## config.mk

```make
export PLATFORM = sky130hd
export DESIGN_NAME = cic_decimator
export DESIGN_NICKNAME = d
export VERILOG_FILES = /design/src/rtl/cic_pkg.sv /design/src/rtl/cic_comb_stage.sv /design/src/rtl/cic_decimator.sv
export SDC_FILE = /design/constraint.sdc
export NUM_CORES = 1
export LEC_CHECK = 0
export ABC_AREA = 0
export CAP_MARGIN = 40
export CORE_AREA = 4 4 191 193
export CTS_BUF_LIST = sky130_fd_sc_hd__clkbuf_4 sky130_fd_sc_hd__clkbuf_8 sky130_fd_sc_hd__clkbuf_16
export CTS_CLUSTER_DIAMETER = 60
export CTS_CLUSTER_SIZE = 28
export DETAILED_ROUTE_END_ITERATION = 12
export DIE_AREA = 0 0 195 197
export DONT_BUFFER_PORTS = 1
export PLACE_DENSITY_LB_ADDON = 0.3
export SLEW_MARGIN = 10
export SYNTH_ARGS = -nofsm -noshare
export SYNTH_HDL_FRONTEND = slang
export SYNTH_HIERARCHICAL = 1
export SYNTH_SLANG_ARGS = --single-unit
```

## constraint.sdc

```tcl
create_clock -name CLK -period 10.6 [get_ports CLK]
set_input_delay 2.65 -clock CLK [delete_from_list [all_inputs] [get_ports CLK]]
set_output_delay 2.65 -clock CLK [all_outputs]
set_load 0.05 [all_outputs]
```

## src/rtl/cic_pkg.sv

```systemverilog
// CIC decimator shared constants and derivation helpers.
// Output width, filter order, legal ratios and width/shift math.
package cic_pkg;

    localparam int CIC_ORDER = 3;
    localparam int OUT_W     = 16;

    localparam int DECIM_32  = 32;
    localparam int DECIM_64  = 64;
    localparam int DECIM_128 = 128;

    function automatic int log2_decim(input int d);
        int r;
        r = 0;
        for (int k = 0; k < 16; k++) begin
            if ((1 << k) == d) begin
                r = k;
            end
        end
        return r;
    endfunction

    function automatic bit decim_legal(input int d);
        return (d == DECIM_32) || (d == DECIM_64) || (d == DECIM_128);
    endfunction

    // Bit growth is ORDER*log2(R) on a 2-bit signed +/-1 input.
    function automatic int acc_width(input int d);
        return CIC_ORDER * log2_decim(d) + 2;
    endfunction

    // Right shift that maps DC gain R^3 onto 2^(OUT_W-1).
    function automatic int out_shift(input int d);
        return CIC_ORDER * log2_decim(d) - (OUT_W - 1);
    endfunction

endpackage

```

## src/rtl/cic_comb_stage.sv

```systemverilog
// One CIC comb section, differential delay 1.
// Delay register advances only on the decimation tick.
module cic_comb_stage #(
    parameter int ACC_W = 20
) (
    input  logic                    CLK,
    input  logic                    RST_N,
    input  logic                    en,
    input  logic signed [ACC_W-1:0] din,
    output logic signed [ACC_W-1:0] dout
);

    logic signed [ACC_W-1:0] dly;

    assign dout = din - dly;

    // Capture the current input as next frame's delayed sample.
    always_ff @(posedge CLK or negedge RST_N) begin
        if (!RST_N) begin
            dly <= '0;
        end else if (en) begin
            dly <= din;
        end
    end

endmodule

```

## src/rtl/cic_decimator.sv

```systemverilog
// 3rd-order CIC decimator for a 1-bit sigma-delta stream.
// Define CIC_OUT_SAT_EN to clamp the scaled output instead of wrapping.
module cic_decimator
    import cic_pkg::*;
#(
    parameter int DECIM = 64,
    parameter int ACC_W = acc_width(DECIM)
) (
    input  logic                    CLK,
    input  logic                    RST_N,
    input  logic                    BIT_IN,
    input  logic                    BIT_VALID,
    output logic signed [OUT_W-1:0] OUTPUT_DATA,
    output logic                    OUT_VALID
);

    localparam int PH_W  = log2_decim(DECIM);
    localparam int SHIFT = out_shift(DECIM);
    localparam logic [PH_W-1:0] PH_LAST = PH_W'(DECIM - 1);

    logic signed [ACC_W-1:0] bit_val;
    logic signed [ACC_W-1:0] i1, i2, i3;
    logic signed [ACC_W-1:0] i1_nxt, i2_nxt, i3_nxt;
    logic signed [ACC_W-1:0] c1, c2, c3;
    logic signed [ACC_W-1:0] scaled;
    logic signed [OUT_W-1:0] sample;
    logic [PH_W-1:0]         phase;
    logic                    tick;

    // 1 -> +1, 0 -> -1, sign-extended to the accumulator width.
    assign bit_val = {{(ACC_W-1){~BIT_IN}}, 1'b1};

    // Integrators chain combinationally so i3 already holds the current bit.
    assign i1_nxt = i1 + bit_val;
    assign i2_nxt = i2 + i1_nxt;
    assign i3_nxt = i3 + i2_nxt;

    // Integrators advance on accepted bits only, wrapping freely.
    always_ff @(posedge CLK or negedge RST_N) begin
        if (!RST_N) begin
            i1 <= '0;
            i2 <= '0;
            i3 <= '0;
        end else if (BIT_VALID) begin
            i1 <= i1_nxt;
            i2 <= i2_nxt;
            i3 <= i3_nxt;
        end
    end

    // Phase counter and tick raised on the edge taking the last bit of a frame.
    always_ff @(posedge CLK or negedge RST_N) begin
        if (!RST_N) begin
            phase <= '0;
            tick  <= 1'b0;
        end else begin
            tick <= BIT_VALID && (phase == PH_LAST);
            if (BIT_VALID) begin
                phase <= (phase == PH_LAST) ? '0 : phase + 1'b1;
            end
        end
    end

    cic_comb_stage #(.ACC_W(ACC_W)) u_comb1 (
        .CLK  (CLK),
        .RST_N(RST_N),
        .en   (tick),
        .din  (i3),
        .dout (c1)
    );

    cic_comb_stage #(.ACC_W(ACC_W)) u_comb2 (
        .CLK  (CLK),
        .RST_N(RST_N),
        .en   (tick),
        .din  (c1),
        .dout (c2)
    );

    cic_comb_stage #(.ACC_W(ACC_W)) u_comb3 (
        .CLK  (CLK),
        .RST_N(RST_N),
        .en   (tick),
        .din  (c2),
        .dout (c3)
    );

    assign scaled = c3 >>> SHIFT;

`ifdef CIC_OUT_SAT_EN
    localparam logic signed [ACC_W-1:0] SAT_HI = ACC_W'(32767);
    localparam logic signed [ACC_W-1:0] SAT_LO = ACC_W'(-32768);

    // Clamp the scaled comb result into the Q1.15 range.
    always_comb begin
        sample = OUT_W'(scaled);
        if (scaled > SAT_HI) begin
            sample = 16'sh7fff;
        end else if (scaled < SAT_LO) begin
            sample = 16'sh8000;
        end
    end
`else
    assign sample = OUT_W'(scaled);
`endif

    // Load a new sample and strobe for one cycle on the tick.
    always_ff @(posedge CLK or negedge RST_N) begin
        if (!RST_N) begin
            OUTPUT_DATA <= '0;
            OUT_VALID   <= 1'b0;
        end else begin
            OUT_VALID <= tick;
            if (tick) begin
                OUTPUT_DATA <= sample;
            end
        end
    end

endmodule

```

# Word level (Yosys, flattened, before mapping)
# Index checks and enable logic that the tools add are counted.
# word_totals
word_cells	21
romBits	0
inputBits	4
n_memories	0
output_inout_bits	17
regBits	141
latch_bits	0
ram_bits	0
# classes
n_eq_ne	1
n_addsub	7
bitwise	1
multipliers	0
n_div	0
n_shift	0
n_mux	1
reduce_logical	1
n_lt_le_gt_ge	0
# op_table
op	count
$sub A19 B19 Y19	3
$add A20 B20 Y20	2
$add A20 B2 Y20	1
$add A6 B1 Y6 const B	1
$eq A6 B6 Y1 const B	1
$mux W6	1
$logic_and A1 B1 Y1	1
$not A1 Y1	1

# Depth between registers and ports, before layout
# Gate-level depths: netlist of run 1.
# logic_depth
depth_word	4
mapped_depth	26
ltp_nobuf	26

# Modules after synthesis
# Netlist of run 1, hierarchy kept.
# modules_own_cells
module	area_per_inst_um2	seq_area_each_um2	instances	cells_per_inst
cic_decimator	5765.5	2102.0	1	544
cic_comb_stage (u_comb2 ...)	1622.8	500.5	2	202
cic_comb_stage (u_comb1)	1637.8	500.5	1	202

# Least setup slack after synthesis of run 1
# OpenSTA, ideal clock, no wires.
# synth_path
kind	in2reg
start	input BIT_IN
end	register i3[19]
arrival_ps	7679
t_required_ps	10521
slack_ps	2842
setup_ps	79
n_path_buf	0
path_stages	26
cell_sequence	inv_1 > ha_1 > o21a_1 > o21ai_1 > a221oi_1 > o21ai_1 > a21oi_1 > o21ai_1 > a21boi_1 > o21a_1 > or3_1 > and2_1 > ha_1 > nand3_1 > a21oi_1 > a211o_1 > a21o_1 > a21oi_1 > xnor2_1 > ha_1 > a21oi_1 > o41ai_1 > and3_1 > or3b_2 > mux2i_1 > xor2_1
# synth_via
elab_chain_len	4
# synth_lines
element	line	text
start, declared	cic_decimator.sv:11	input logic BIT_IN,
$not A1 Y1	cic_decimator.sv:31	assign bit_val = {{(ACC_W-1){~BIT_IN}}, 1'b1};
$add A20 B2 Y20	cic_decimator.sv:34	assign i1_nxt = i1 + bit_val;
net i1_nxt[13]	cic_decimator.sv:23	logic signed [ACC_W-1:0] i1_nxt, i2_nxt, i3_nxt;
$add A20 B20 Y20	cic_decimator.sv:35	assign i2_nxt = i2 + i1_nxt;
net i2_nxt[16]	cic_decimator.sv:23	
$add A20 B20 Y20	cic_decimator.sv:36	assign i3_nxt = i3 + i2_nxt;
end signal, assigned	cic_decimator.sv:47	i3 <= i3_nxt;
end, declared	cic_decimator.sv:22	logic signed [ACC_W-1:0] i1, i2, i3;
# The timed path passes the listed nets, and every way through them passes these cells.
# A chain may end at the register's enable or synchronous reset.

# Worst setup path after layout of run 1
# layout_path
start	input BIT_IN
end	register i3[17]
# Same word-level chain as after synthesis.

==> impl_results.html, run 1 <==
<table>
<tr><th>Metric</th><th>Value</th></tr>
<tr><th colspan="2">Drt</th></tr>
<tr><td>Wire length per cell</td><td>12.59 um</td></tr>
<tr><td>Final wirelength</td><td>19560 um</td></tr>
<tr><td>Initial DRT Pass Iterations</td><td>5</td></tr>
<tr><td>Violation count after the first detailed-routing iteration</td><td>294</td></tr>
<tr><td>Via count</td><td>7312</td></tr>
<tr><td>Per-cell via count in the routed design</td><td>4.705</td></tr>
<tr><td>Number of antenna-violating nets in the routed design</td><td>0</td></tr>
<tr><td># DRC</td><td>0</td></tr>
<tr><th colspan="2">Finish</th></tr>
<tr><td>Diodes inserted</td><td>0</td></tr>
<tr><td>Fraction of final layout cells sized beyond drive strength 1</td><td>0.1128</td></tr>
<tr><td>Post-synthesis to final-layout area growth</td><td>11.44%</td></tr>
<tr><td>Most common library cell in the layout ignoring fill and taps</td><td>sky130_fd_sc_hd__dfrtp_1</td></tr>
<tr><td>Commonest cells after routing, fill and taps aside</td><td>sky130_fd_sc_hd__dfrtp_1 (137), sky130_fd_sc_hd__ha_1 (117), sky130_fd_sc_hd__nand2_1 (112)</td></tr>
<tr><td>End-of-flow core utilization</td><td>0.3257</td></tr>
<tr><td>Number of nets in the final layout</td><td>1213</td></tr>
<tr><th colspan="2">Global route</th></tr>
<tr><td>Global router's overall resource usage</td><td>0.1047</td></tr>
<tr><td>Largest net degree at the start of global routing</td><td>139</td></tr>
<tr><td>Vias in the first global route</td><td>7288</td></tr>
<tr><td>Wire length of the first global-routing pass</td><td>34530 um</td></tr>
<tr><td>Antenna violations before repair</td><td>0</td></tr>
<tr><td>Overflow after GRT</td><td>0</td></tr>
<tr><th colspan="2">Yosys</th></tr>
<tr><td>Syn Inst Count</td><td>1091</td></tr>
<tr><td>Number of nets produced by synthesis</td><td>1218</td></tr>
<tr><td>Area of the mapped netlist</td><td>10100 um^2</td></tr>
<tr><td>Synthesized area per cell</td><td>9.254 um^2</td></tr>
<tr><td>Yosys synthesis warning count</td><td>6</td></tr>
<tr><th colspan="2">Floorplanning</th></tr>
<tr><td>Floorplan row count</td><td>68</td></tr>
<tr><td>Vertical die dimension</td><td>197 um</td></tr>
<tr><td>Starting density of the core</td><td>0.2923</td></tr>
<tr><td>Die X-Extent</td><td>195 um</td></tr>
<tr><td>Core area</td><td>34540 um^2</td></tr>
<tr><td>Floorplan die area</td><td>38420 um^2</td></tr>
<tr><td># IOs</td><td>21</td></tr>
<tr><th colspan="2">STA</th></tr>
<tr><td>Slew Limit Fails</td><td>0</td></tr>
<tr><td>Setup repair after global routing missed its margin</td><td>no</td></tr>
<tr><td>Setup TNS Final</td><td>0 ps</td></tr>
<tr><td>Fmax</td><td>0.1323 GHz</td></tr>
<tr><td>Smallest setup slack after layout</td><td>3042 ps</td></tr>
<tr><td>Final hold vios</td><td>0</td></tr>
<tr><td>Final Hold Slack</td><td>479.7 ps</td></tr>
<tr><td># setup viols final</td><td>0</td></tr>
<tr><td>Least-Margin Pin Slew</td><td>745.1 ps</td></tr>
<tr><td>Final worst path period share</td><td>0.7130</td></tr>
<tr><td>Final Skew</td><td>8.863 ps</td></tr>
<tr><td>Slew headroom</td><td>0.5027</td></tr>
<tr><td>Final critical delay including setup and external delays</td><td>7558 ps</td></tr>
<tr><th colspan="2">Critical path</th></tr>
<tr><td>Data required time of the critical path</td><td>10910 ps</td></tr>
<tr><td>Largest stage delay on the critical path</td><td>530 ps</td></tr>
<tr><td>Type of destination of the critical path</td><td>register</td></tr>
<tr><td>Arr. time, crit path</td><td>7860 ps</td></tr>
<tr><td>Top cell family by delay on the critical path</td><td>compound AO/OA/AOI/OAI gates</td></tr>
<tr><td>Worst reg2reg path depth</td><td>23</td></tr>
<tr><td>Combined buffer and inverter count along the critical path</td><td>1</td></tr>
<tr><td>Setup slack, reg-to-reg</td><td>5350 ps</td></tr>
<tr><td>Termination of the worst setup path</td><td>i3[17]</td></tr>
<tr><td>Critical path fanouts, max</td><td>19</td></tr>
<tr><td>Critical path depth</td><td>24</td></tr>
<tr><td>Startpoint of the worst setup timing path</td><td>BIT_IN</td></tr>
<tr><td>Critical Path, Cell by Cell</td><td>inv_1 -&gt; ha_1 -&gt; o21a_1 -&gt; o21ai_1 -&gt; a221oi_1 -&gt; o21ai_1 -&gt; a21oi_1 -&gt; o21ai_1 -&gt; a21boi_1 -&gt; o21a_1 -&gt; or3_1 -&gt; and2_1 -&gt; ha_1 -&gt; nand3_1 -&gt; o21bai_1 -&gt; a21bo_2 -&gt; a31oi_1 -&gt; nor2_1 -&gt; xnor2_1 -&gt; ha_1 -&gt; nand2_1 -&gt; o41ai_1 -&gt; xor2_1 -&gt; mux2_2</td></tr>
<tr><td>Critical setup path kind</td><td>input pin to register</td></tr>
<tr><td>Beginning of the worst register-to-register path</td><td>i1[0]</td></tr>
<tr><td>Launching element type of the critical path</td><td>input pin</td></tr>
<tr><td>Crit Reg-Reg Endpoint</td><td>i3[17]</td></tr>
<tr><td>Slowest cell on the critical path</td><td>sky130_fd_sc_hd__inv_1</td></tr>
<tr><th colspan="2">CTS</th></tr>
<tr><td>Clock net sink count</td><td>138</td></tr>
<tr><td>Clock tree from TritonCTS</td><td>yes</td></tr>
<tr><td>Clock Root Buffer</td><td>sky130_fd_sc_hd__clkbuf_16</td></tr>
<tr><td>CTS hold repair buffers</td><td>0</td></tr>
<tr><td>Clock-pin slew on the worst setup and hold paths</td><td>60 ps</td></tr>
<tr><td>Count of buffers added by post-CTS timing repair for setup</td><td>0</td></tr>
<tr><td>Number of CTS-inserted buffers</td><td>17</td></tr>
<tr><td>Number of buffers on the longest clock path</td><td>2</td></tr>
<tr><td>Worst skew pair latency</td><td>420 ps</td></tr>
<tr><td>Number of levels the H-tree was split into</td><td>4</td></tr>
<tr><td>Number of cells upsized or downsized after cts</td><td>0</td></tr>
<tr><th colspan="2">Place</th></tr>
<tr><td>Dpl hpwl</td><td>13890 um</td></tr>
<tr><td>RD Place Congestion</td><td>0.8008</td></tr>
<tr><td>Port Buffers</td><td>0</td></tr>
<tr><td>Worst setup slack before clock tree synthesis</td><td>2648 ps</td></tr>
<tr><th colspan="2">Run</th></tr>
<tr><td>Max-cap violation count</td><td>0</td></tr>
<tr><th colspan="2">Outcome</th></tr>
<tr><td>Outcome</td><td>finished, final reports clean</td></tr>
<tr><th colspan="2">Hold path</th></tr>
<tr><td>Min-delay worst type</td><td>register to register</td></tr>
</table>
through the flow:
step,cells,cell area [um^2]
6_report,1554,11250
5_1_grt,1554,11250
4_1_cts,1554,11250
3_5_place_dp,1522,10580
3_3_place_gp,1522,10580
2_1_floorplan,1091,10100
sequential cells by signal, indices dropped and copies added (netlist names):
register,cells
u_comb2/dly,19
tick,1
OUT_VALID,1
u_comb3/dly,19
phase,6
i3,19
OUTPUT_DATA,16
i2,19
i1,19
u_comb1/dly,19
worst min-delay path by stage:
| stage | slack [ps] | from | cells after the start | endpoint |
|---|---|---|---|---|
| after CTS | 480 | phase[5] | 1 | phase[5] |
| after global placement | 470 | phase[4] | 1 | phase[4] |
| final | 480 | phase[4] | 1 | phase[4] |
| after floorplan | 440 | phase[5] | 1 | phase[5] |
| after detailed placement | 470 | phase[5] | 1 | phase[5] |
| after global routing | 500 | phase[4] | 1 | phase[4] |
layout make-up:
| cell class | count | area [um^2] |
|---|---|---|
| Fill cell | 3587 | 23290 |
| Multi-Input combinational cell | 838 | 6211 |
| Tap cell | 455 | 569.3 |
| Clock buffer | 19 | 452.9 |
| Clock inverter | 13 | 215.2 |
| Sequential cell | 138 | 3457 |
| Inverter | 90 | 337.8 |
| Timing Repair Buffer | 1 | 7.507 |
per-layer routing:
metal | up-vias | global-route usage | wire length [um] | share of wire
li1 | 3823 | - | - | -
met1 | 3415 | 0.1430 | 10010 | 0.51
met2 | 64 | 0.1708 | 8945 | 0.46
met3 | 10 | 0.02342 | 463 | 0.024
met4 | 0 | 0.02327 | 143 | 0.0073
met5 | - | 0 | 0 | 0
Power of run 1 is left out: the tool's default activity adds up to more than one toggle a clock period on the data nets, which glitch-free logic cannot reach.
==> run 2: changes to the inputs <==
==> constraint.sdc (replaced) <==
create_clock -name CLK -period 6.65 [get_ports CLK]
set_input_delay 1.6625 -clock CLK [delete_from_list [all_inputs] [get_ports CLK]]
set_output_delay 1.6625 -clock CLK [all_outputs]
set_load 0.05 [all_outputs]
==> run 2 against run 1 <==
Compared with the run above: largest cell class unchanged; design area increased by 0.20%; core utilization increased by 0.065 points; sequential share of layout area decreased by 0.061 points; hold slack improved by 5.1 ps; non-clock buffer count increased by 2; critical path depth increased by 1.
==> impl_results.html, run 2 (synthesis results as in run 1) <==
<table>
<tr><th>Metric</th><th>Value</th></tr>
<tr><th colspan="2">Outcome</th></tr>
<tr><td>Outcome</td><td>finished, final reports clean</td></tr>
<tr><th colspan="2">Drt</th></tr>
<tr><td>Number of antenna-violating nets in the routed design</td><td>0 (unchanged)</td></tr>
<tr><td>Via count</td><td>7321 (+0.12%)</td></tr>
<tr><td>Violation count after the first detailed-routing iteration</td><td>275 (-6.5%)</td></tr>
<tr><td># DRC</td><td>0 (unchanged)</td></tr>
<tr><td>Wire length per cell</td><td>12.43 um (-1.3%)</td></tr>
<tr><td>Initial DRT Pass Iterations</td><td>4 (-1)</td></tr>
<tr><td>Final wirelength</td><td>19340 um (-1.1%)</td></tr>
<tr><td>Per-cell via count in the routed design</td><td>4.705 (about the same)</td></tr>
<tr><th colspan="2">Floorplanning</th></tr>
<tr><td>Starting density of the core</td><td>0.2923 (unchanged)</td></tr>
<tr><td>Floorplan row count</td><td>68 (unchanged)</td></tr>
<tr><td># IOs</td><td>21 (unchanged)</td></tr>
<tr><td>Core area</td><td>34540 um^2 (unchanged)</td></tr>
<tr><td>Die X-Extent</td><td>195 um (unchanged)</td></tr>
<tr><td>Floorplan die area</td><td>38420 um^2 (unchanged)</td></tr>
<tr><td>Vertical die dimension</td><td>197 um (unchanged)</td></tr>
<tr><th colspan="2">Finish</th></tr>
<tr><td>Diodes inserted</td><td>0 (unchanged)</td></tr>
<tr><td>Most common library cell in the layout ignoring fill and taps</td><td>sky130_fd_sc_hd__dfrtp_1</td></tr>
<tr><td>Fraction of final layout cells sized beyond drive strength 1</td><td>0.1144 (+0.001612)</td></tr>
<tr><td>Area taken by multi-input logic gates</td><td>6211 um^2 (unchanged)</td></tr>
<tr><td>Number of filler instances in the final layout</td><td>3619 (+0.89%)</td></tr>
<tr><td>Commonest cells after routing, fill and taps aside</td><td>sky130_fd_sc_hd__dfrtp_1 (137), sky130_fd_sc_hd__ha_1 (117), sky130_fd_sc_hd__nand2_1 (112)</td></tr>
<tr><td>Post-synthesis to final-layout area growth</td><td>11.66%</td></tr>
<tr><td>Number of nets in the final layout</td><td>1215 (+0.16%)</td></tr>
<tr><td>End-of-flow core utilization</td><td>0.3264 (+0.0006520)</td></tr>
<tr><td>Combined flip-flop and latch cell area</td><td>3457 um^2 (unchanged)</td></tr>
<tr><th colspan="2">CTS</th></tr>
<tr><td>CTS hold repair buffers</td><td>0 (unchanged)</td></tr>
<tr><td>Clock Root Buffer</td><td>sky130_fd_sc_hd__clkbuf_16</td></tr>
<tr><td>Count of buffers added by post-CTS timing repair for setup</td><td>0 (unchanged)</td></tr>
<tr><td>Worst skew pair latency</td><td>430 ps (about the same)</td></tr>
<tr><td>Clock tree from TritonCTS</td><td>yes</td></tr>
<tr><td>Number of cells upsized or downsized after cts</td><td>0 (unchanged)</td></tr>
<tr><td>Clock net sink count</td><td>138 (unchanged)</td></tr>
<tr><td>Clock-pin slew on the worst setup and hold paths</td><td>60 ps (about the same)</td></tr>
<tr><td>Number of levels the H-tree was split into</td><td>4 (unchanged)</td></tr>
<tr><td>Number of buffers on the longest clock path</td><td>2 (unchanged)</td></tr>
<tr><td>Number of CTS-inserted buffers</td><td>17 (unchanged)</td></tr>
<tr><th colspan="2">Global route</th></tr>
<tr><td>Overflow after GRT</td><td>0 (unchanged)</td></tr>
<tr><td>Vias in the first global route</td><td>7313 (+0.34%)</td></tr>
<tr><td>Global router's overall resource usage</td><td>0.1037 (-0.0009580)</td></tr>
<tr><td>Antenna violations before repair</td><td>0 (unchanged)</td></tr>
<tr><td>Largest net degree at the start of global routing</td><td>139 (unchanged)</td></tr>
<tr><td>Wire length of the first global-routing pass</td><td>34140 um (-1.1%)</td></tr>
<tr><th colspan="2">STA</th></tr>
<tr><td>Final hold vios</td><td>0 (unchanged)</td></tr>
<tr><td>Slew headroom</td><td>0.4658 (-0.03692)</td></tr>
<tr><td>Smallest setup slack after layout</td><td>518.4 ps (-2524 ps)</td></tr>
<tr><td>Fmax</td><td>0.1631 GHz</td></tr>
<tr><td>Setup TNS Final</td><td>0 ps (unchanged)</td></tr>
<tr><td>Slew Limit Fails</td><td>0 (unchanged)</td></tr>
<tr><td>Setup repair after global routing missed its margin</td><td>no</td></tr>
<tr><td>Final Skew</td><td>9.853 ps (+0.9899 ps)</td></tr>
<tr><td># setup viols final</td><td>0 (unchanged)</td></tr>
<tr><td>Final worst path period share</td><td>0.9220</td></tr>
<tr><td>Final critical delay including setup and external delays</td><td>6132 ps</td></tr>
<tr><td>Least-Margin Pin Slew</td><td>801.3 ps (+56.20 ps)</td></tr>
<tr><th colspan="2">Critical path</th></tr>
<tr><td>Critical path fanouts, max</td><td>5 (-14)</td></tr>
<tr><td>Arr. time, crit path</td><td>6440 ps (-1420 ps)</td></tr>
<tr><td>Setup slack, reg-to-reg</td><td>1410 ps (-3940 ps)</td></tr>
<tr><td>Launching element type of the critical path</td><td>input pin</td></tr>
<tr><td>Slowest cell on the critical path</td><td>sky130_fd_sc_hd__ha_1</td></tr>
<tr><td>Data required time of the critical path</td><td>6960 ps (-3950 ps)</td></tr>
<tr><td>Combined buffer and inverter count along the critical path</td><td>2 (+1)</td></tr>
<tr><td>Largest stage delay on the critical path</td><td>360 ps (-170 ps)</td></tr>
<tr><td>Type of destination of the critical path</td><td>register</td></tr>
<tr><td>Worst reg2reg path depth</td><td>22 (-4.3%)</td></tr>
<tr><td>Beginning of the worst register-to-register path</td><td>i1[0]</td></tr>
<tr><td>Critical setup path kind</td><td>input pin to register</td></tr>
<tr><td>Top cell family by delay on the critical path</td><td>compound AO/OA/AOI/OAI gates</td></tr>
<tr><td>Crit Reg-Reg Endpoint</td><td>i3[17]</td></tr>
<tr><th colspan="2">Run</th></tr>
<tr><td>Max-cap violation count</td><td>0 (unchanged)</td></tr>
<tr><th colspan="2">Hold path</th></tr>
<tr><td>Destination of the worst hold path</td><td>phase[5]</td></tr>
<tr><td>Hold Path Stages</td><td>1 (unchanged)</td></tr>
<tr><td>Worst Hold Launch</td><td>phase[5]</td></tr>
<tr><td>Min-delay worst type</td><td>register to register</td></tr>
<tr><th colspan="2">Place</th></tr>
<tr><td>Port Buffers</td><td>0 (unchanged)</td></tr>
<tr><td>Worst setup slack before clock tree synthesis</td><td>106.1 ps (-2541 ps)</td></tr>
<tr><td>Dpl hpwl</td><td>13950 um (+0.44%)</td></tr>
<tr><td>RD Place Congestion</td><td>0.8079 (+0.89%)</td></tr>
</table>
run 2: worst max-delay path by stage:
stage,from,end,slack [ps],cells after the start
6_report,BIT_IN,i3[17],520,25
3_5_place_dp,BIT_IN,i3[17],110,23
5_1_grt,BIT_IN,i3[17],50,24
2_1_floorplan,BIT_IN,i3[17],370,24
4_1_cts,BIT_IN,i3[17],500,23
3_3_place_gp,BIT_IN,i3[17],150,25
run 2: routing by layer:
| layer | track usage | vias to the layer above | wire length, um |
|---|---|---|---|
| li1 | - | 3843 | - |
| met1 | 0.1379 | 3385 | 9913 |
| met2 | 0.1687 | 70 | 8698 |
| met3 | 0.02000 | 23 | 409 |
| met4 | 0.03827 | 0 | 317 |
| met5 | 0 | - | 0 |
run 2: final cells by class:
cell class	count	area share
Tap cell	455	0.05050
Clock inverter	14	0.02153
Multi-Input combinational cell	838	0.5509
Clock buffer	18	0.03840
Inverter	90	0.02997
Timing Repair Buffer	3	0.001998
Sequential cell	138	0.3067
run 2: worst reg2reg max path, stage by stage, from the launching register on:
cell and delay [ps]:
sky130_fd_sc_hd__dfrtp_1 450, sky130_fd_sc_hd__fa_1 450, sky130_fd_sc_hd__a21o_1 200, sky130_fd_sc_hd__a21oi_1 210, sky130_fd_sc_hd__o21bai_1 110, sky130_fd_sc_hd__a21oi_2 230, sky130_fd_sc_hd__o21ai_0 100, sky130_fd_sc_hd__a21oi_1 180
sky130_fd_sc_hd__xnor2_1 170, sky130_fd_sc_hd__ha_1 320, sky130_fd_sc_hd__and3_1 170, sky130_fd_sc_hd__a32oi_1 280, sky130_fd_sc_hd__nand2b_1 90, sky130_fd_sc_hd__a21oi_1 220, sky130_fd_sc_hd__xnor2_1 120, sky130_fd_sc_hd__ha_1 330
sky130_fd_sc_hd__and3_1 200, sky130_fd_sc_hd__o211ai_1 90, sky130_fd_sc_hd__o21ai_1 250, sky130_fd_sc_hd__nor3_2 70, sky130_fd_sc_hd__o41ai_1 470, sky130_fd_sc_hd__xor2_1 110, sky130_fd_sc_hd__mux2_2 280
run 2: stage by stage:
stage | std cells | hold WS (ps) | area (um^2)
2_1_floorplan | 1091 | 445.0 | 10100
3_3_place_gp | 1524 | 465.3 | 10600
3_5_place_dp | 1524 | 471.1 | 10600
4_1_cts | 1556 | 482.6 | 11270
5_1_grt | 1556 | 497.3 | 11270
6_report | 1556 | 484.7 | 11270
Power of run 2 is left out for the same reason.
==> run 3: changes to the inputs <==
--- a/config.mk
+++ b/config.mk
@@ -9,7 +9,6 @@
 export CAP_MARGIN = 40
 export CORE_AREA = 4 4 191 193
 export CTS_BUF_LIST = sky130_fd_sc_hd__clkbuf_4 sky130_fd_sc_hd__clkbuf_8 sky130_fd_sc_hd__clkbuf_16
-export CTS_CLUSTER_DIAMETER = 60
 export CTS_CLUSTER_SIZE = 28
 export DETAILED_ROUTE_END_ITERATION = 12
 export DIE_AREA = 0 0 195 197
==> results of run 3 <==
No change in the layout: final DEF, timing and power equal those of run 2.
Power of run 3 is left out for the same reason.
